[src/rtl/mpmc11_rmw_sequencer.sv]
// Per-port command sequencer for the mpmc11 write-mask path.
// Define MPMC11_RMW_EN to expand partial-mask writes into read-modify-write.
module mpmc11_rmw_sequencer #(
    parameter int AW = 32,
    parameter int DW = 256,
    parameter int MW = DW / 8
) (
    input  logic          clk,
    input  logic          rst,
    input  logic          req_valid,
    output logic          req_ready,
    input  logic          req_we,
    input  logic [AW-1:0] req_addr,
    input  logic [MW-1:0] req_wmask,
    input  logic [DW-1:0] req_wdata,
    output logic          resp_valid,
    input  logic          resp_ready,
    output logic [DW-1:0] resp_data,
    output logic          mem_cmd_valid,
    input  logic          mem_cmd_ready,
    output logic          mem_cmd_we,
    output logic [AW-1:0] mem_cmd_addr,
    output logic [DW-1:0] mem_wdata,
    output logic [MW-1:0] mem_mask,
    input  logic          mem_rvalid,
    input  logic [DW-1:0] mem_rdata,
    output logic          rmw_busy,
    output logic          stray_rvalid
);

    typedef enum logic [2:0] {
        IDLE,
        RD_CMD,
        RD_WAIT,
        MERGE,
        WR_CMD,
        RESP
    } state_t;

    state_t        state;
    logic [MW-1:0] wmask_q;
    logic [DW-1:0] wdata_q;
    logic [DW-1:0] rdata_q;
    logic          rmw_q;
    logic [DW-1:0] merged;

    always_comb begin
        merged = rdata_q;
        for (int i = 0; i < MW; i++) begin
            if (wmask_q[i]) merged[8*i +: 8] = wdata_q[8*i +: 8];
        end
    end

    always_ff @(posedge clk) begin
        if (rst) begin
            state         <= IDLE;
            req_ready     <= 1'b1;
            resp_valid    <= 1'b0;
            resp_data     <= '0;
            mem_cmd_valid <= 1'b0;
            mem_cmd_we    <= 1'b0;
            mem_cmd_addr  <= '0;
            mem_wdata     <= '0;
            mem_mask      <= '0;
            stray_rvalid  <= 1'b0;
            wmask_q       <= '0;
            wdata_q       <= '0;
            rdata_q       <= '0;
            rmw_q         <= 1'b0;
        end else begin
            if (mem_rvalid && state != RD_WAIT) stray_rvalid <= 1'b1;
            case (state)
                IDLE: begin
                    if (req_valid) begin
                        req_ready    <= 1'b0;
                        wmask_q      <= req_wmask;
                        wdata_q      <= req_wdata;
                        mem_cmd_addr <= req_addr;
                        mem_wdata    <= '0;
                        mem_mask     <= '0;
                        if (!req_we) begin
                            state         <= RD_CMD;
                            mem_cmd_valid <= 1'b1;
                            mem_cmd_we    <= 1'b0;
                        end else if (&req_wmask) begin
                            state         <= WR_CMD;
                            mem_cmd_valid <= 1'b1;
                            mem_cmd_we    <= 1'b1;
                            mem_wdata     <= req_wdata;
                        end else if (req_wmask == '0) begin
                            state      <= RESP;
                            resp_valid <= 1'b1;
                            resp_data  <= '0;
                        end else begin
`ifdef MPMC11_RMW_EN
                            state         <= RD_CMD;
                            rmw_q         <= 1'b1;
                            mem_cmd_valid <= 1'b1;
                            mem_cmd_we    <= 1'b0;
`else
                            // Let the mask datapath suppress the unwritten lanes.
                            state         <= WR_CMD;
                            mem_cmd_valid <= 1'b1;
                            mem_cmd_we    <= 1'b1;
                            mem_wdata     <= req_wdata;
                            mem_mask      <= ~req_wmask;
`endif
                        end
                    end
                end
                RD_CMD: begin
                    if (mem_cmd_ready) begin
                        mem_cmd_valid <= 1'b0;
                        state         <= RD_WAIT;
                    end
                end
                RD_WAIT: begin
                    if (mem_rvalid) begin
                        rdata_q <= mem_rdata;
                        if (rmw_q) begin
                            state <= MERGE;
                        end else begin
                            state      <= RESP;
                            resp_valid <= 1'b1;
                            resp_data  <= mem_rdata;
                        end
                    end
                end
                MERGE: begin
                    state         <= WR_CMD;
                    mem_cmd_valid <= 1'b1;
                    mem_cmd_we    <= 1'b1;
                    mem_wdata     <= merged;
                    mem_mask      <= '0;
                end
                WR_CMD: begin
                    if (mem_cmd_ready) begin
                        mem_cmd_valid <= 1'b0;
                        state         <= RESP;
                        resp_valid    <= 1'b1;
                        resp_data     <= '0;
                    end
                end
                RESP: begin
                    if (resp_ready) begin
                        resp_valid <= 1'b0;
                        req_ready  <= 1'b1;
                        rmw_q      <= 1'b0;
                        state      <= IDLE;
                    end
                end
                default: state <= IDLE;
            endcase
        end
    end

`ifdef MPMC11_RMW_EN
    assign rmw_busy = rmw_q;
`else
    assign rmw_busy = 1'b0;
`endif

endmodule
[config.mk]
export PLATFORM = sky130hd
export DESIGN_NAME = mpmc11_rmw_sequencer
export DESIGN_NICKNAME = d
export VERILOG_FILES = /design/src/rtl/mpmc11_rmw_sequencer.sv
export SDC_FILE = /design/constraint.sdc
export NUM_CORES = 2
export LEC_CHECK = 0
export BUFFER_PORTS_ARGS = -buffer_cell sky130_fd_sc_hd__buf_2
export CAP_MARGIN = 15
export CORE_AREA = 2 2 455 457
export CTS_CLUSTER_SIZE = 14
export DETAILED_ROUTE_END_ITERATION = 12
export DIE_AREA = 0 0 457 459
export GPL_ROUTABILITY_DRIVEN = 0
export GPL_TIMING_DRIVEN = 0
export PLACE_DENSITY = 0.4
export SETUP_SLACK_MARGIN = 0.4
export SKIP_CTS_REPAIR_TIMING = 1
export SLEW_MARGIN = 20
export SYNTH_ARGS = -nofsm -noshare
export SYNTH_HDL_FRONTEND = slang
export SYNTH_SLANG_ARGS = --single-unit
[constraint.sdc]
create_clock -name clk -period 2 [get_ports clk]
set_input_delay 0.2 -clock clk [delete_from_list [all_inputs] [get_ports clk]]
set_output_delay 0.2 -clock clk [all_outputs]
set_load 0.05 [all_outputs]
# --- Word level (Yosys, flattened, before mapping) ---
# Index checks and enable logic that the tools add are counted.
totals:
  ff_bits: 1128
  in_bits: 583
  out_inout_bits: 582
  word_cells: 127
op_classes:
  n_eq_ne: 16
  n_mux: 78
  bitwise_logic: 1
  reduce_logical: 19
ops:
  columns: ["op", "n"]
  rows:
  - ["$mux 256", 10]
  - ["$pmux 256 s3", 1]
  - ["$pmux 256 s2", 1]
  - ["$mux 8", 32]
  - ["$mux 32", 4]
  - ["$pmux 32 s2", 1]
  - ["$logic_not 32->1", 1]
  - ["$not 32->32", 1]
  - ["$reduce_and 32->1", 1]
  - ["$mux 1", 18]
  - ["$mux 3", 6]
  - ["$pmux 3 s6", 1]
  - ["$ne 2x2->1 const B", 8]
  - ["$reduce_and 8->1", 1]
  - ["$reduce_and 7->1", 1]
  - ["$eq 3x2->1 const B", 2]
  - ["$eq 3x3->1 const B", 2]
  - ["$reduce_and 2->1", 3]
  - ["$reduce_and 3->1", 2]
  - ["$reduce_bool 3->1", 2]
  - ["$reduce_and 5->1", 1]
  - ["$ne 4x4->1 const B", 1]
  - ["$pmux 1 s2", 2]
  - ["$pmux 1 s4", 1]
  - ["10 further kinds", 11]

# --- Logic depth before layout (Yosys ltp) ---
depth:
  ltp_word: 6
  depth_mapped: 9
  depth_no_buf: 5

# --- Worst setup path before layout ---
# Ideal clock, no wire load.
synth_timing:
  path_type: "flip-flop to flip-flop"
  from: "register state[2]"
  to: "register mem_mask[11]"
  setup_time_ps: 128
  arrival_time_ps: 1638
  required_ps: 1872
  path_slack_ps: 235
  path_stages_with_launch: 10
  n_path_buf: 4
  period_less_slack_ps: 1765
  path_cell_list: "dfxtp_1 buf_2 nor2b_1 nand2_1 o211a_1 buf_2 buf_2 buf_1 a22oi_1 nor2_1"
synth_between:
  elab_chain_len: 3
  elab_cells_between_ends: 6
  classes_between: "eq/ne (2); mux (1); reduce/logical (3)"
synth_rtl:
  columns: ["element", "line_no", "text"]
  rows:
  - ["start: declaration", "40", "state_t state;"]
  - ["start signal: assignment", "56", "state <= IDLE;"]
  - ["start signal: assignment", "82", "state <= RD_CMD;"]
  - ["start signal: assignment", "86", "state <= WR_CMD;"]
  - ["$eq 3x2->1 or $logic_not 3->1 (tied branches)", "72", "case (state)"]
  - ["$reduce_bool 2->1 (no line) or $ne 2x2->1 (tied branches)", null, null]
  - ["$reduce_and 2->1 (no line)", null, null]
  - ["end signal: assignment", "106", "mem_mask <= ~req_wmask;"]
  - ["end: declaration", "24", "output logic [MW-1:0] mem_mask,"]
# Parallel ways exist; a longest one is shown, timed or not.
# A chain may end at the register's enable or synchronous reset.

# --- Worst setup path after layout ---
layout_timing:
  from: "register state[2]"
  to: "register resp_data[137]"
layout_between:
  elab_chain_len: 3
  elab_cells_between_ends: 12
  classes_between: "eq/ne (8); mux (1); reduce/logical (3)"
layout_rtl:
  columns: ["element", "line_no", "text"]
  rows:
  - ["$eq 3x2->1, or another cell as far along", "72", null]
  - ["$ne 2x2->1 (no line) or $reduce_bool 3->1 (tied branches)", null, null]
  - ["$reduce_and 7->1 (no line)", null, null]
  - ["end signal: assignment", "125", "resp_data <= mem_rdata;"]
  - ["end: declaration", "18", "output logic [DW-1:0] resp_data,"]
# Parallel ways exist; a longest one is shown, timed or not.

==> run_results.csv <==
group,metric,value,unit
logic_synthesis,avgSynthCellArea,8.08,um2
finish,layout_common_cells,"nand2_1 (1670), buf_2 (1197), dfxtp_1 (1125)",
power_and_ir_drop,p_per_area,1040,nW/um2
logic_synthesis,ys_ff_latch,1128,
placed_design,io_buffers,1162,
die,die_h,459,um
worst_setup_path,reg2reg_depth,10,
clocking,cts_root_buf,"clkbuf_16",
logic_synthesis,post_synth_num_cell_types,38,
worst_setup_path,path_max_fanout,7,
drt,first_pass_iters,5,
sta,fin_ws,0.0407,ns
worst_setup_path,worstSetupStartpointType,"flop",
clocking,htreeDepth,4,
global_route,grt_start_max_net_pins,17,
drt,final_antenna_net_count,0,
placed_design,place_area,54600,um2
worst_setup_path,required,2.68,ns
clocking,clkTransAtPathRegs,0.05,ns
die,die_w,457,um
finish,finalInstanceArea,67100,um2
logic_synthesis,synth_compound_area_frac,0.137,
logic_synthesis,synth-edff-count,0,
clocking,insertion_delay,0.81,ns
logic_synthesis,yosys_warnings,0,
sta,tightestPinTransition,1.20,ns
placed_design,placed_cells,9452,
worst_setup_path,cp.arrival,2.64,ns
logic_synthesis,synthFlopType,"dfxtp_1",
sta,fin_setup_tns,0,ns
global_route,track_usage,0.231,
hold_path,hold_path.class,"in -> reg",
sta,timing.final.crit_period,1.96,ns
placed_design,pre_cts_ws,-2.13,ns
logic_synthesis,synth_top_family_by_area,"simple AND/OR/NAND/NOR gates",
die,dieArea,210000,um2
finish,layout_commonest_cell,"nand2_1",
sta,rsz0062_at_grt,"true",
drt,route.detailed.drc,0,
hold_path,min_path_cells,7,
logic_synthesis,synth-simple-area-share,0.200,
sta,relSlewSlack,0.201,
logic_synthesis,synth-seq-area-share,0.501,
die,num_rows,167,
sta,period_share,0.980,
logic_synthesis,synthMuxAreaShare,0.114,
clocking,cts_max_path_buffers,3,
die,ios,1165,
drt,first_iter_violations,3033,
global_route,grt_pass1_wl,346000,um
logic_synthesis,synthArstFlopShare,0,
sta,setup_violations,0,
finish,nets,8093,
job,cap_violations,0,
finish,syn2layout_area_growth,48.8,%
power_and_ir_drop,ir_drop,0.791,mV
power_and_ir_drop,p_leak,27.4,nW
sta,final_hold_viol_count,0,
clocking,cts_made_buffers,144,
global_route,antenna_found_initial,96,
global_route,grt-ovfl-total,0,
die,start_util,0.219,
drt,wl_per_cell,25.0,um
logic_synthesis,syn-instance-count,5581,
finish,finalNonFillerCells,10400,
logic_synthesis,synth_nets,6164,
worst_setup_path,critical_path_class,"reg -> reg",
worst_setup_path,r2r_slack,0.04,ns
die,core,206000,um2
sta,drv_slew,0,
outcome,status,"completed",
logic_synthesis,netlist_area,45100,um2
sta,max_freq,510,MHz
worst_setup_path,endpoint_kind,"flop",
drt,via_per_inst,4.65,
drt,wl,259000,um
logic_synthesis,synth_xor_area_frac,0.000194,
drt,dr_total_vias,48200,
placed_design,place_hpwl,199000,um
sta,skew,0.0273,ns
global_route,grt_pass1_vias,44400,
clocking,cts_tree,"built",
finish,layout-drive-gt1-share,0.236,
clocking,cts.sinks,1128,
logic_synthesis,synthAdderAreaFrac,0,
-- final timing paths --
path / start / to
setup / recovery: state[2] / resp_data[137]
hold / removal: req_wmask[1] / resp_valid
setup reg to reg: state[2] / resp_data[137]
hold reg to reg: wdata_q[179] / wdata_q[179]
-- synthesized netlist by cell type, types with 2 or more instances --
cell type     n  share of area
nand3_1     258          0.029
buf_2        93          0.010
nor4_1       12         0.0017
clkinv_1      2        0.00017
nor2_1      327          0.027
o211a_1       2        0.00044
clkbuf_1    325          0.027
and3_1        2        0.00028
a21oi_1     837          0.093
dfxtp_1    1128           0.50
a31oi_1     257          0.036
buf_1        51         0.0042
o311ai_0      2        0.00039
o21ai_0       3        0.00033
nand2_1    1673           0.14
buf_4         4        0.00067
nor3_1        5        0.00055
inv_1         2        0.00017
nand4_1      10         0.0014
buf_6        24         0.0060
mux2i_1     513           0.11
a22oi_1      35         0.0058
-- logic make-up after synthesis --
family / after synthesis
AND/OR/NAND/NOR: 2291
XOR/XNOR: 1
multiplexers: 514
other: 1
flip-flops: 1128
buffers and inverters: 501
AO/OA/AOI/OAI: 1145
-- sequential cells by signal, summed over array words and instances, names as in the netlist --
signal and flops:
mem_cmd_we 1, stray_rvalid 1, mem_wdata 256, rdata_q 256, mem_cmd_addr 32, mem_mask 32
req_ready 1, wdata_q 256, state 3, resp_valid 1, resp_data 256, wmask_q 32
mem_cmd_valid 1
-- power by group --
| part | internal [mW] | leakage, nW | switching, mW |
|---|---|---|---|
| Clock | 15.9 | 2.37 | 11.0 |
| Sequential | 24.1 | 9.16 | 0.897 |
| Combinational | 6.27 | 15.9 | 11.6 |
| Total | 46.3 | 27.4 | 23.5 |
-- worst max-delay path: stages, from the launching register on --
cell       delay, ns
dfxtp_2         0.33
buf_8           0.13
nor3_4          0.06
buf_4           0.13
a22oi_2         0.25
o2111ai_4       0.20
buf_6           0.16
buf_12          0.13
buf_12          0.15
clkbuf_16       0.16
mux2i_1         0.11
-- per-layer routing --
layer  track usage  routed length, um  vias to the layer above
met4        0.0703               8950                       54
met1         0.272             107000                    23200
li1              -                  -                    22800
met3        0.0731              18700                      434
met5             0                349                        -
met2         0.396             125000                     1743
-- stage by stage --
step	total power [mW]	hold WS, ns	util
after global placement	40.4	0.441	0.265
final	69.8	0.110	0.326
after CTS	67.7	-0.448	0.289
after global routing	72.5	0.132	0.326
after floorplan	34.5	0.336	-
after detailed placement	40.5	0.444	0.266
-- area by class of cell --
cell class,count,area (um2)
Antenna cell,51,128
Buffer,496,3350
Clock buffer,226,4450
Clock inverter,29,378
Fill cell,22100,138000
Inverter,4,18.8
Multi-Input combinational cell,3952,20600
Sequential cell,1128,22600
Tap cell,2704,3380
Timing Repair Buffer,1784,12300
Power figures use the tool's default switching activity.
